### config.mk
export PLATFORM = sky130hd
export DESIGN_NAME = ascon_fc_session_ctrl
export DESIGN_NICKNAME = d
export VERILOG_FILES = /design/src/rtl/ascon_fc_pkg.sv /design/src/rtl/fc_ready_edge.sv /design/src/rtl/ascon_fc_session_ctrl.sv
export SDC_FILE = /design/constraint.sdc
export NUM_CORES = 1
export LEC_CHECK = 0
export BUFFER_PORTS_ARGS = -buffer_cell sky130_fd_sc_hd__buf_2
export CORE_AREA = 4 4 411 413
export CTS_CLUSTER_DIAMETER = 120
export DETAILED_ROUTE_END_ITERATION = 7
export DIE_AREA = 0 0 415 417
export PLACE_DENSITY = 0.32
export SYNTH_ARGS = -nofsm -noshare
export SYNTH_HDL_FRONTEND = slang
export SYNTH_HIERARCHICAL = 1
export SYNTH_SLANG_ARGS = --single-unit
### constraint.sdc
create_clock -name clk -period 17.75 [get_ports clk]
set_input_delay 2.6625 -clock clk [delete_from_list [all_inputs] [get_ports clk]]
set_output_delay 2.6625 -clock clk [all_outputs]
set_load 0.03 [all_outputs]
### src/rtl/ascon_fc_pkg.sv
// rtl/ascon_fc_pkg.sv - shared widths, session states and status codes for the FC session controller
package ascon_fc_pkg;

  localparam int FC_K       = 128;
  localparam int FC_L       = 40;
  localparam int FC_Y       = 40;
  localparam int FC_NONCE_W = 128;
  localparam int FC_TAG_W   = 128;

  localparam logic [1:0] ST_OK          = 2'd0;
  localparam logic [1:0] ST_AUTH_FAIL   = 2'd1;
  localparam logic [1:0] ST_PT_MISMATCH = 2'd2;
  localparam logic [1:0] ST_TIMEOUT     = 2'd3;

  typedef enum logic [2:0] {
    S_IDLE     = 3'd0,
    S_ENC_GO   = 3'd1,
    S_ENC_WAIT = 3'd2,
    S_DEC_GO   = 3'd3,
    S_DEC_WAIT = 3'd4,
    S_CHECK    = 3'd5,
    S_RESP     = 3'd6
  } state_e;

  // Round-trip verdict; a failed authentication outranks a plaintext mismatch.
  function automatic logic [1:0] check_status(input logic auth_ok, input logic pt_match);
    if (!auth_ok) begin
      return ST_AUTH_FAIL;
    end
    if (!pt_match) begin
      return ST_PT_MISMATCH;
    end
    return ST_OK;
  endfunction

endpackage

### src/rtl/fc_ready_edge.sv
// rtl/fc_ready_edge.sv - registered rising-edge detector for an FC ready flag, with arm input
module fc_ready_edge (
  input  logic clk,
  input  logic rst,
  input  logic arm_i,
  input  logic ready_i,
  output logic rise_o
);

  logic hist_q;

  // Remember last ready level; arming forces history high so a stale high level is not a rise.
  always_ff @(posedge clk or posedge rst) begin
    if (rst) begin
      hist_q <= 1'b1;
    end else if (arm_i) begin
      hist_q <= 1'b1;
    end else begin
      hist_q <= ready_i;
    end
  end

  assign rise_o = ready_i & ~hist_q;

endmodule

### src/rtl/ascon_fc_session_ctrl.sv
// rtl/ascon_fc_session_ctrl.sv - FC encrypt/decrypt round-trip session controller (option: FC_SEQ_TIMEOUT_EN)
module ascon_fc_session_ctrl
  import ascon_fc_pkg::*;
#(
  parameter int K       = FC_K,
  parameter int L       = FC_L,
  parameter int Y       = FC_Y,
  parameter int TIMEOUT = 1024
) (
  input  logic                  clk,
  input  logic                  rst,
  input  logic                  req_valid,
  output logic                  req_ready,
  input  logic [K-1:0]          req_key,
  input  logic [FC_NONCE_W-1:0] req_nonce,
  input  logic [L-1:0]          req_ad,
  input  logic [Y-1:0]          req_pt,
  output logic [K-1:0]          fc_key,
  output logic [FC_NONCE_W-1:0] fc_nonce,
  output logic [L-1:0]          fc_ad,
  output logic [Y-1:0]          fc_pt,
  output logic                  fc_enc_start,
  output logic                  fc_dec_start,
  input  logic                  fc_enc_ready,
  input  logic                  fc_dec_ready,
  input  logic [Y-1:0]          fc_cipher,
  input  logic [FC_TAG_W-1:0]   fc_tag,
  input  logic [Y-1:0]          fc_dec_pt,
  input  logic                  fc_msg_auth,
  output logic                  rsp_valid,
  input  logic                  rsp_ready,
  output logic [Y-1:0]          rsp_cipher,
  output logic [FC_TAG_W-1:0]   rsp_tag,
  output logic [1:0]            rsp_status
);

  state_e                state_q, state_d;
  logic [K-1:0]          key_q;
  logic [FC_NONCE_W-1:0] nonce_q;
  logic [L-1:0]          ad_q;
  logic [Y-1:0]          pt_q;
  logic [Y-1:0]          cipher_q;
  logic [FC_TAG_W-1:0]   tag_q;
  logic [1:0]            status_q;
  logic                  enc_rise, dec_rise, timeout;

  fc_ready_edge u_enc_edge (
    .clk     (clk),
    .rst     (rst),
    .arm_i   (state_q == S_ENC_GO),
    .ready_i (fc_enc_ready),
    .rise_o  (enc_rise)
  );

  fc_ready_edge u_dec_edge (
    .clk     (clk),
    .rst     (rst),
    .arm_i   (state_q == S_DEC_GO),
    .ready_i (fc_dec_ready),
    .rise_o  (dec_rise)
  );

`ifdef FC_SEQ_TIMEOUT_EN
  localparam int CW = (TIMEOUT > 1) ? $clog2(TIMEOUT) : 1;
  logic [CW-1:0] cnt_q;

  // Watchdog reloaded on entry to each wait state, counting down while FC is busy.
  always_ff @(posedge clk or posedge rst) begin
    if (rst) begin
      cnt_q <= '0;
    end else if (state_q == S_ENC_GO || state_q == S_DEC_GO) begin
      cnt_q <= CW'(TIMEOUT - 1);
    end else if (cnt_q != '0) begin
      cnt_q <= cnt_q - CW'(1);
    end
  end

  assign timeout = (cnt_q == '0) &&
                   ((state_q == S_ENC_WAIT && !enc_rise) || (state_q == S_DEC_WAIT && !dec_rise));
`else
  logic unused_timeout;
  assign unused_timeout = (TIMEOUT != 0);
  assign timeout        = 1'b0;
`endif

  // Session state register.
  always_ff @(posedge clk or posedge rst) begin
    if (rst) begin
      state_q <= S_IDLE;
    end else begin
      state_q <= state_d;
    end
  end

  // Next-state decode and handshake/start strobes.
  always_comb begin
    state_d      = state_q;
    req_ready    = 1'b0;
    fc_enc_start = 1'b0;
    fc_dec_start = 1'b0;
    rsp_valid    = 1'b0;
    case (state_q)
      S_IDLE: begin
        req_ready = 1'b1;
        if (req_valid) state_d = S_ENC_GO;
      end
      S_ENC_GO: begin
        fc_enc_start = 1'b1;
        state_d      = S_ENC_WAIT;
      end
      S_ENC_WAIT: begin
        if (enc_rise)     state_d = S_DEC_GO;
        else if (timeout) state_d = S_RESP;
      end
      S_DEC_GO: begin
        fc_dec_start = 1'b1;
        state_d      = S_DEC_WAIT;
      end
      S_DEC_WAIT: begin
        if (dec_rise)     state_d = S_CHECK;
        else if (timeout) state_d = S_RESP;
      end
      S_CHECK: state_d = S_RESP;
      S_RESP: begin
        rsp_valid = 1'b1;
        if (rsp_ready) state_d = S_IDLE;
      end
      default: state_d = S_IDLE;
    endcase
  end

  // Operand capture on accept, result capture on encryption done, verdict in CHECK.
  always_ff @(posedge clk or posedge rst) begin
    if (rst) begin
      key_q    <= '0;
      nonce_q  <= '0;
      ad_q     <= '0;
      pt_q     <= '0;
      cipher_q <= '0;
      tag_q    <= '0;
      status_q <= ST_OK;
    end else begin
      if (state_q == S_IDLE && req_valid) begin
        key_q   <= req_key;
        nonce_q <= req_nonce;
        ad_q    <= req_ad;
        pt_q    <= req_pt;
      end
      if (state_q == S_ENC_WAIT && enc_rise) begin
        cipher_q <= fc_cipher;
        tag_q    <= fc_tag;
      end else if (timeout) begin
        cipher_q <= '0;
        tag_q    <= '0;
        status_q <= ST_TIMEOUT;
      end
      if (state_q == S_CHECK) begin
        status_q <= check_status(fc_msg_auth, fc_dec_pt == pt_q);
      end
    end
  end

  assign fc_key     = key_q;
  assign fc_nonce   = nonce_q;
  assign fc_ad      = ad_q;
  assign fc_pt      = pt_q;
  assign rsp_cipher = cipher_q;
  assign rsp_tag    = tag_q;
  assign rsp_status = status_q;

endmodule
==> results.txt <==
Cell Pwr Density -> 222 nW/um^2
Initial Utilization -> 11.8%
Most used cell, CP -> buf_4
Reg clk slew, reported paths -> 0.05 ns
Unrepaired setup endpoints after global routing -> no
Final Hold Fails -> 0
Commonest cells after routing, fill and taps aside -> 1,060 x buf_2, 509 x dfrtp_1, 377 x mux2_2
I/O pin total -> 1,061
CP arrival -> 6.02 ns
Slowest library cell on the worst path -> buf_4
Port-buffer cells -> 1,060
Sequential fraction of the synthesis area -> 65.6%
Worst-Skew Late Latency -> 0.64 ns
Final Max Slew Viols -> 0
DRT Pass-1 Iters -> 6
Post-Layout Cell Count -> 4,501
Critical path launch point type -> input pin
Clk buf depth -> 3
Setup TNS Final -> 0 ns
Placer congestion estimate -> 0.821
Core area -> 165,000 um^2
# fillers -> 18,350
# DRC -> 0
Hold slack -> 0.476 ns
Height of the die -> 417 um
Cell variety after synth -> 30
Pin count of the biggest net entering global routing -> 149
Syn nets -> 1,707
Commonest non-fill, non-tap cell in the layout -> buf_2
Type of destination of the critical path -> flip-flop
Slew @ Worst Pin -> 1.03 ns
Die width -> 415 um
Die area -> 173,000 um^2
Rel. slew slack -> 31.0%
Mapped Area -> 19,500 um^2
HPWL Detailed -> 73.3 mm
Peak VDD IR -> 0.0000955 V
Top_reg_cell synth -> dfrtp_1
Worst path bufs/invs -> 4
Leakage -> 0.0138 uW
Final period utilization -> 31.0%
Initial drt markers -> 501
Clock Skew -> 0.0249 ns
Vias per cell -> 3.14
Routed length per instance -> 20.5 um
Number of synthesized flops with an enable pin -> 0
Kind of critical path -> input pin to flip-flop
Largest stage delay, worst path -> 0.66 ns
Max-cap violation count -> 0
#FFs+latches synth -> 511
Initial antenna violation count -> 27
Nets -> 2,796
Total gr overflow -> 0
Fmax -> 182 MHz
Antenna violation net count after detailed routing -> 0
Crit path time final -> 5.51 ns
Critical path cell sequence -> buf_2 -> and2_4 -> buf_4 -> buf_4 -> buf_12 -> mux2_2
Hold Path Class -> flip-flop to flip-flop
CP delay by family, top -> buffers and inverters
Dpl cell area -> 27,300 um^2
Core Rows -> 149
Final Setup Violations -> 0
Area grow syn2layout -> 52.2%
Inserted Clock Buffers -> 73
TritonCTS clock tree -> done
Share of layout cells above drive strength 1 -> 68.1%
CTS Hold Buffers Added -> 0
Routed wire length -> 92.5 mm
Total number of vias -> 14,143
Root Buffer -> clkbuf_16
Global Route Usage Sum -> 10.3%
FFs w/ async S/R, synth -> 100%
Post-CTS setup buffers -> 0
CTS sink count -> 511
Fin util -> 18.0%
H-tree Lvls -> 3
Critical Path RT -> 18.26 ns
Synth Area per Inst -> 16.9 um^2
Cell total after placement -> 4,359
Outcome -> completed
Synth Instances -> 1,156
Vias in the first global route -> 15,372
Final instance area -> 29,700 um^2
Post-CTS resize count -> 0
First-pass GRT wire length -> 127 mm
Yosys warns -> 6
Worst Path Max Fanout -> 148
## cells by family after synthesis
kind of cell | share of synthesized area, %
AOI/OAI and AO/OA | 0.192
xor gates and xnor gates | 1.80
buffers and inverters | 2.19
DFF | 65.6
muxes | 29.1
and+or+nand+nor | 1.11
## cell type report
class / count / area (um^2) / area share (%)
clock inverters: 22 / 273 / 0.919
diodes: 11 / 27.5 / 0.0927
flip-flops and latches: 511 / 12800 / 43.1
well taps: 2189 / 2740 / 9.22
repair buffers: 1072 / 5430 / 18.3
multi-input cells: 584 / 6290 / 21.2
inverters: 3 / 18.8 / 0.0632
clock buffers: 109 / 2120 / 7.15
## per-stage QoR
stage | setup slack (ns) | power [uW]
after global placement | 11.55 | 5210
after detailed placement | 11.58 | 5210
after floorplan | 0.873 | 4060
after CTS | 12.32 | 6750
after global routing | 12.09 | 6950
final | 12.24 | 6580
## worst paths after layout
kind | start | slack [ns] | cells after the start | endpoint
setup / recovery | req_valid | 12.24 | 6 | fc_key[46]
hold / removal | rsp_tag[3] | 0.48 | 1 | rsp_tag[3]
setup reg to reg | state_q[2] | 13.44 | 6 | fc_key[46]
hold reg to reg | rsp_tag[3] | 0.48 | 1 | rsp_tag[3]
max in group asynchronous | rst | 12.58 | 5 | fc_ad[30]
min in group asynchronous | rst | 2.13 | 2 | u_dec_edge/hist_q
## synthesized netlist by cell type, drive strengths merged, types with 3 or more instances
cell	instances	share of area [%]
buf	58	2.1
dfrtp	509	65
inv	3	0.058
mux2	504	29
nand2	4	0.077
nand4	5	0.16
nor2b	3	0.096
nor4	6	0.19
xnor2	21	0.94
xor2	19	0.85
## per-layer routing
metal  vias up  GRT usage (%)  part of all wire (%)
met1      7219           11.9                    39
met2       510           18.6                    53
li1       6289              -                     -
met5         -              0                 0.055
met3       117           3.01                   6.2
met4         8           2.52                   2.1
## report_power, final
part / switching [uW] / internal, uW / leakage [uW] / total (uW)
logic: 2010 / 1010 / 0.00655 / 3020
clock network: 582 / 888 / 0.00118 / 1470
registers: 336 / 1760 / 0.00609 / 2100
total: 2930 / 3650 / 0.0138 / 6580
## worst register-to-register path: cells and delay by family (launching register included)
kind	cells	cell delay, ns
buffers and inverters	3	1.95
DFF	1	0.54
muxes	1	0.72
and+or+nand+nor	2	1.00
## flip-flops by register name, summed over array words and instances (netlist names)
register,cells
state_q,3
fc_key,128
rsp_tag,128
fc_ad,40
u_enc_edge/hist_q,1
u_dec_edge/hist_q,1
fc_pt,40
rsp_status,2
rsp_cipher,40
fc_nonce,128
(Power assumes the default switching activity.)
